[src/rtl/picture_uart_sender_if.sv]
// Port bundle for the picture upload path: control handshake, BRAM read port and serial line.
interface picture_uart_sender_if;
  logic        start;
  logic        busy;
  logic        done;
  logic [18:0] r_address;
  logic [17:0] r_data;
  logic        uart_tx;

  modport master (output start, r_data, input busy, done, r_address, uart_tx);
  modport slave  (input start, r_data, output busy, done, r_address, uart_tx);
endinterface

[src/rtl/picture_uart_sender.sv]
// Streams the picture BRAM out over UART 8N1, three bytes per pixel ({colour,2'b00}), raster order.
module picture_uart_sender #(
  parameter int PIXELS       = 276185,
  parameter int CLK_FREQ     = 100000000,
  parameter int BAUD         = 115200,
  parameter int READ_LATENCY = 2
) (
  input  logic                  clk,
  input  logic                  reset,
  picture_uart_sender_if.slave  bus
);
  localparam int CPB = CLK_FREQ / BAUD;
  localparam int CW  = (CPB > 2) ? $clog2(CPB) : 1;
  localparam int WW  = (READ_LATENCY > 1) ? $clog2(READ_LATENCY) : 1;

  typedef enum logic [2:0] {IDLE, FETCH, WAIT, TX_START, TX_DATA, TX_STOP, DONE} state_t;

  state_t          state, state_nxt;
  logic [18:0]     pix;
  logic [17:0]     hold;
  logic [CW-1:0]   clk_cnt;
  logic [WW-1:0]   wait_cnt;
  logic [2:0]      bit_idx;
  logic [1:0]      byte_idx;
  logic [7:0]      cur_byte;
  logic            bit_end, wait_end, last_pix, tx_nxt;

  assign bit_end  = (clk_cnt == CW'(CPB - 1));
  assign wait_end = (wait_cnt == WW'(READ_LATENCY - 1));
  assign last_pix = (pix == 19'(PIXELS - 1));

  always_comb begin
    case (byte_idx)
      2'd0:    cur_byte = {hold[17:12], 2'b00};
      2'd1:    cur_byte = {hold[11:6], 2'b00};
      default: cur_byte = {hold[5:0], 2'b00};
    endcase
  end

  always_ff @(posedge clk or negedge reset) begin
    if (!reset) state <= IDLE;
    else        state <= state_nxt;
  end

  // uart_tx is registered from the current state, so the line lags the FSM by one clock.
  always_comb begin
    state_nxt = state;
    tx_nxt    = 1'b1;
    case (state)
      IDLE:     if (bus.start) state_nxt = FETCH;
      FETCH:    state_nxt = WAIT;
      WAIT:     if (wait_end) state_nxt = TX_START;
      TX_START: begin
        tx_nxt = 1'b0;
        if (bit_end) state_nxt = TX_DATA;
      end
      TX_DATA: begin
        tx_nxt = cur_byte[bit_idx];
        if (bit_end && bit_idx == 3'd7) state_nxt = TX_STOP;
      end
      TX_STOP: begin
        if (bit_end) begin
          if (byte_idx != 2'd2) state_nxt = TX_START;
          else if (last_pix)    state_nxt = DONE;
          else                  state_nxt = FETCH;
        end
      end
      DONE:     state_nxt = IDLE;
      default:  state_nxt = IDLE;
    endcase
  end

  always_ff @(posedge clk or negedge reset) begin
    if (!reset) begin
      bus.uart_tx   <= 1'b1;
      bus.busy      <= 1'b0;
      bus.done      <= 1'b0;
      bus.r_address <= '0;
      pix           <= '0;
      hold          <= '0;
      clk_cnt       <= '0;
      wait_cnt      <= '0;
      bit_idx       <= '0;
      byte_idx      <= '0;
    end else begin
      bus.uart_tx <= tx_nxt;
      case (state)
        IDLE: begin
          if (bus.start) begin
            bus.done      <= 1'b0;
            bus.busy      <= 1'b1;
            pix           <= '0;
            bus.r_address <= '0;
          end
        end
        FETCH: wait_cnt <= '0;
        WAIT: begin
          wait_cnt <= wait_cnt + 1'b1;
          clk_cnt  <= '0;
          bit_idx  <= '0;
          byte_idx <= '0;
          if (wait_end) hold <= bus.r_data;
        end
        TX_START, TX_DATA: begin
          clk_cnt <= bit_end ? '0 : clk_cnt + 1'b1;
          if (state == TX_DATA && bit_end) bit_idx <= bit_idx + 1'b1;
        end
        TX_STOP: begin
          clk_cnt <= bit_end ? '0 : clk_cnt + 1'b1;
          if (bit_end) begin
            if (byte_idx != 2'd2) byte_idx <= byte_idx + 1'b1;
            else if (!last_pix) begin
              // address for the next pixel is presented while in FETCH
              pix           <= pix + 19'd1;
              bus.r_address <= pix + 19'd1;
            end
          end
        end
        DONE: begin
          bus.done <= 1'b1;
          bus.busy <= 1'b0;
        end
        default: ;
      endcase
    end
  end
endmodule

[src/flat_wrapper.sv]
// flat-port wrapper written by rule: the top's interface ports become plain ports
module picture_uart_sender_flat 
#(
  parameter int PIXELS       = 276185,
  parameter int CLK_FREQ     = 100000000,
  parameter int BAUD         = 115200,
  parameter int READ_LATENCY = 2
)
  (clk, reset, bus_start, bus_r_data, bus_busy, bus_done, bus_r_address, bus_uart_tx);
  picture_uart_sender_if bus_i ();
  input  logic clk;
  input  logic reset;
  input wire logic [$bits(bus_i.start)-1:0] bus_start;
  input wire logic [$bits(bus_i.r_data)-1:0] bus_r_data;
  output wire logic [$bits(bus_i.busy)-1:0] bus_busy;
  output wire logic [$bits(bus_i.done)-1:0] bus_done;
  output wire logic [$bits(bus_i.r_address)-1:0] bus_r_address;
  output wire logic [$bits(bus_i.uart_tx)-1:0] bus_uart_tx;
  assign bus_i.start = bus_start;
  assign bus_i.r_data = bus_r_data;
  assign bus_busy = bus_i.busy;
  assign bus_done = bus_i.done;
  assign bus_r_address = bus_i.r_address;
  assign bus_uart_tx = bus_i.uart_tx;
  picture_uart_sender #(.PIXELS(PIXELS), .CLK_FREQ(CLK_FREQ), .BAUD(BAUD), .READ_LATENCY(READ_LATENCY)) u_core (.clk(clk), .reset(reset), .bus(bus_i));
endmodule
[config.mk]
export PLATFORM = sky130hd
export DESIGN_NAME = picture_uart_sender_flat
export DESIGN_NICKNAME = d
export VERILOG_FILES = /design/src/rtl/picture_uart_sender_if.sv /design/src/rtl/picture_uart_sender.sv /design/src/flat_wrapper.sv
export SDC_FILE = /design/constraint.sdc
export NUM_CORES = 1
export LEC_CHECK = 0
export ABC_AREA = 1
export BUFFER_PORTS_ARGS = -buffer_cell sky130_fd_sc_hd__buf_2
export CELL_PAD_IN_SITES_DETAIL_PLACEMENT = 1
export CELL_PAD_IN_SITES_GLOBAL_PLACEMENT = 1
export CORE_UTILIZATION = 35
export CTS_CLUSTER_SIZE = 30
export DETAILED_ROUTE_END_ITERATION = 8
export PLACE_DENSITY = 0.64
export SLEW_MARGIN = 20
export SYNTH_ARGS = -nofsm -noshare
export SYNTH_HDL_FRONTEND = slang
export SYNTH_SLANG_ARGS = --single-unit
[constraint.sdc]
create_clock -name clk -period 1.75 [get_ports clk]
set_clock_uncertainty 0.05 [all_clocks]
set_input_delay 0.35 -clock clk [delete_from_list [all_inputs] [get_ports clk]]
set_output_delay 0.35 -clock clk [all_outputs]
set_load 0.05 [all_outputs]
==> impl_metrics.tcl <==
set metrics [dict create \
    status "finished, final reports clean" \
    avgRoutedWirePerCell_um 15.1 \
    hold_violations 0 \
    io_pins 43 \
    cts_tree "done" \
    power.share.clock 0.224 \
    p_sw_w 0.00187 \
    drc 0 \
    root_buffer "clkbuf_8" \
    p_leak_nw 2.24 \
    cp-start-kind "flop" \
    ys_seq_elements 59 \
    setup_violations 0 \
    fmax_ghz 0.591 \
    worst_pin_slew_ps 371 \
    synth_top_family_by_area "simple AND/OR/NAND/NOR gates" \
    ir_worst_vdd_mv 0.553 \
    swShare 0.377 \
    hold_depth 2 \
    cp_top_family "simple AND/OR/NAND/NOR gates" \
    synth_cell_type_count 30 \
    synth-compound-area-share 0.0419 \
    routed_wl_mm 10.4 \
    cp_slowest_cell "dfrtp_2" \
    pwr-share-comb 0.385 \
    avgSynthCellArea_um2 7.62 \
    port_buffers 42 \
    dr.pass1.iters 4 \
    grt_pass1_wl_mm 16.8 \
    num_vias 3358 \
    syn_nets 495 \
    diodes 0 \
    cts-root-to-sink-buffers 2 \
    clock_latency_ps 350 \
    synth.area.mux_share 0.0677 \
    num_rows 36 \
    synth-xor-area-share 0.0247 \
    crit_path_max_incr_delay_ps 420 \
    pwr-share-seq 0.391 \
    reg2reg_depth 10 \
    area_delta_synth_final_pct 30.2 \
    grt_max_degree 60 \
    synth-simple-area-share 0.351 \
    crit_type "flop to flop" \
    arrival_ps 1880 \
    maxCapViolCount 0 \
    critical_path_depth 10 \
    finalMaxSlewViolations 0 \
    yosys_warnings 0 \
    grt_util_all_layers 0.209 \
    fin_setup_tns_ps 0 \
    ant_nets 0 \
    critPathCaptureType "flop" \
    place_hpwl_mm 7.39 \
    grt_pass1_vias 3449 \
    cts.sinks 59 \
    hp-class "input port to flop" \
    start_util 0.361 \
    drt-vias-per-instance 4.87 \
    powerDensity_nw_per_um2 1070 \
    crit_path_frequent_cell "nand3_4" \
    gp_congestion 0.835 \
    cts_htree_levels 3 \
    clk_pin_slew_ps 70 \
    die_h_um 103 \
    worstPathRequired_ps 1940 \
    synth-seq-area-share 0.416 \
    dpl.cell_count 664 \
    synth_adder_area_share 0.0282 \
    synth_area_um2 3550 \
    slew_headroom 0.751 \
    drive_gt1_frac 0.322 \
    nets 580 \
    die_area_um2 10500 \
    min_period_ps 1690 \
    core-area_um2 9820 \
    grt.overflow.total 0 \
    worstPathBufferInverterCount 2 \
    final_common_cell "nand2_1" \
    rsz0062_at_grt "true" \
    worstPathCellList "inv_2 > ha_4 > nand3_4 > nor3_4 > nand3_2 > nand3_4 > nand2_8 > clkbuf_16 > nand2_2 > nand2_1" \
    cp_max_fo 5 \
    fin_crit_sh 0.967 \
    synth_cells 466 \
    cts_buffers 9 \
    drt_iter0_markers 136 \
    chipWidth_um 103 \
    antenna_found_initial 0 \
    internal-power_w 0.00308 \
    final_cells 689 \
    final_cell_mix "nand2_1, nand3_1, nor2_1, dfrtp_1, buf_2" \
]
-- synthesized netlist by cell type --
cell type,count,area share
buf_1,1,0.0011
clkinv_1,1,0.0011
nand3_1,60,0.085
clkbuf_1,2,0.0021
nor2_4,2,0.0063
nand2_1,139,0.15
mux2_4,10,0.042
o21ai_0,15,0.021
nand4_1,7,0.012
inv_2,6,0.0063
nor2_2,2,0.0035
xor2_1,6,0.015
xnor2_1,4,0.0099
nor2_1,59,0.062
dfstp_2,1,0.0074
buf_6,4,0.013
nand3_2,2,0.0056
inv_1,38,0.040
nor3_1,6,0.0085
o21ai_1,1,0.0014
o21bai_1,2,0.0042
nand2_2,4,0.0070
ha_1,8,0.028
a21oi_1,7,0.0099
mux2_2,8,0.025
o22ai_1,3,0.0053
dfrtp_1,58,0.41
nor3b_1,1,0.0021
buf_2,5,0.0070
nor3_2,4,0.011
-- cell families (layout without fill, tap and decap cells) --
kind of cell | Yosys count | in the layout
simple gates | 286 | 286
flops | 59 | 59
buf+inv | 57 | 147
compound gates | 28 | 28
mux | 18 | 18
xor+xnor | 10 | 10
fa+ha+maj | 8 | 8
-- routing by layer --
layer  track usage  part of all wire  vias up
li1              -                 -     1666
met5             0                 0        -
met1         0.259              0.44     1629
met2         0.371              0.51       50
met3        0.0359             0.026       13
met4        0.0659             0.017        0
-- final timing paths --
kind | from | endpoint | slack, ps
worst max-delay path | u_core.bus.r_address[0] | u_core.bus.r_address[15] | 60
worst min-delay path | bus_r_data[12] | u_core.hold[12] | 180
worst max register to register | u_core.bus.r_address[0] | u_core.bus.r_address[15] | 60
worst min register to register | u_core.bus.done | u_core.bus.done | 430
max in group asynchronous | reset | u_core.bus.uart_tx | 830
min in group asynchronous | reset | u_core.bus.r_address[6] | 490
-- stage by stage --
stage / total power, W / hold slack (ps) / setup slack [ps] / utilization / cell area (um2)
5_1_grt: 0.00527 / 174 / -53.1 / 0.471 / 4620
4_1_cts: 0.00482 / 165 / 15.7 / 0.443 / 4350
2_1_floorplan: 0.00310 / 4.41 / 0.911 / - / 3560
3_5_place_dp: 0.00369 / 340 / -122 / 0.422 / 4150
6_report: 0.00495 / 175 / 58.4 / 0.471 / 4620
3_3_place_gp: 0.00362 / 338 / -75.4 / 0.422 / 4150
-- state kept, by name, summed over array words and instances (netlist names), 2 cells and up --
| signal | cells |
|---|---|
| u_core.bit_idx | 3 |
| u_core.bus.r_address | 19 |
| u_core.byte_idx | 2 |
| u_core.clk_cnt | 10 |
| u_core.hold | 18 |
| u_core.state | 3 |
-- final cells by class --
| type | count | area, um2 |
|---|---|---|
| Clock buffer | 13 | 149 |
| Clock inverter | 3 | 15.0 |
| Fill cell | 1250 | 5200 |
| Inverter | 45 | 169 |
| Multi-Input combinational cell | 350 | 2010 |
| Sequential cell | 59 | 1490 |
| Tap cell | 133 | 166 |
| Timing Repair Buffer | 86 | 618 |
-- worst register-to-register path, delay by kind of cell, from the launching register on --
kind	cells	cell delay, ps
DFF	1	420
and+or+nand+nor	7	680
buffers and inverters	2	270
adders and majority gates	1	140
-- power groups by stage --
stage                     Clock [W]  Sequential (W)  Combinational (W)
final                       0.00111         0.00193            0.00190
after detailed placement          0         0.00195            0.00173
after CTS                   0.00114         0.00194            0.00174
after global placement            0         0.00195            0.00167
after global routing        0.00120         0.00198            0.00210
after floorplan                   0         0.00200            0.00110
-- what timing repair did --
action	in CTS	in global routing
setup buffers	1	4
pin swaps	1	10
resized for setup	4	49
endpoints found under the hold margin	58	0
endpoints found under the setup margin	3	23
hold buffers	1	0
cloned	0	3
No activity file was read; power rests on OpenSTA's default activity.
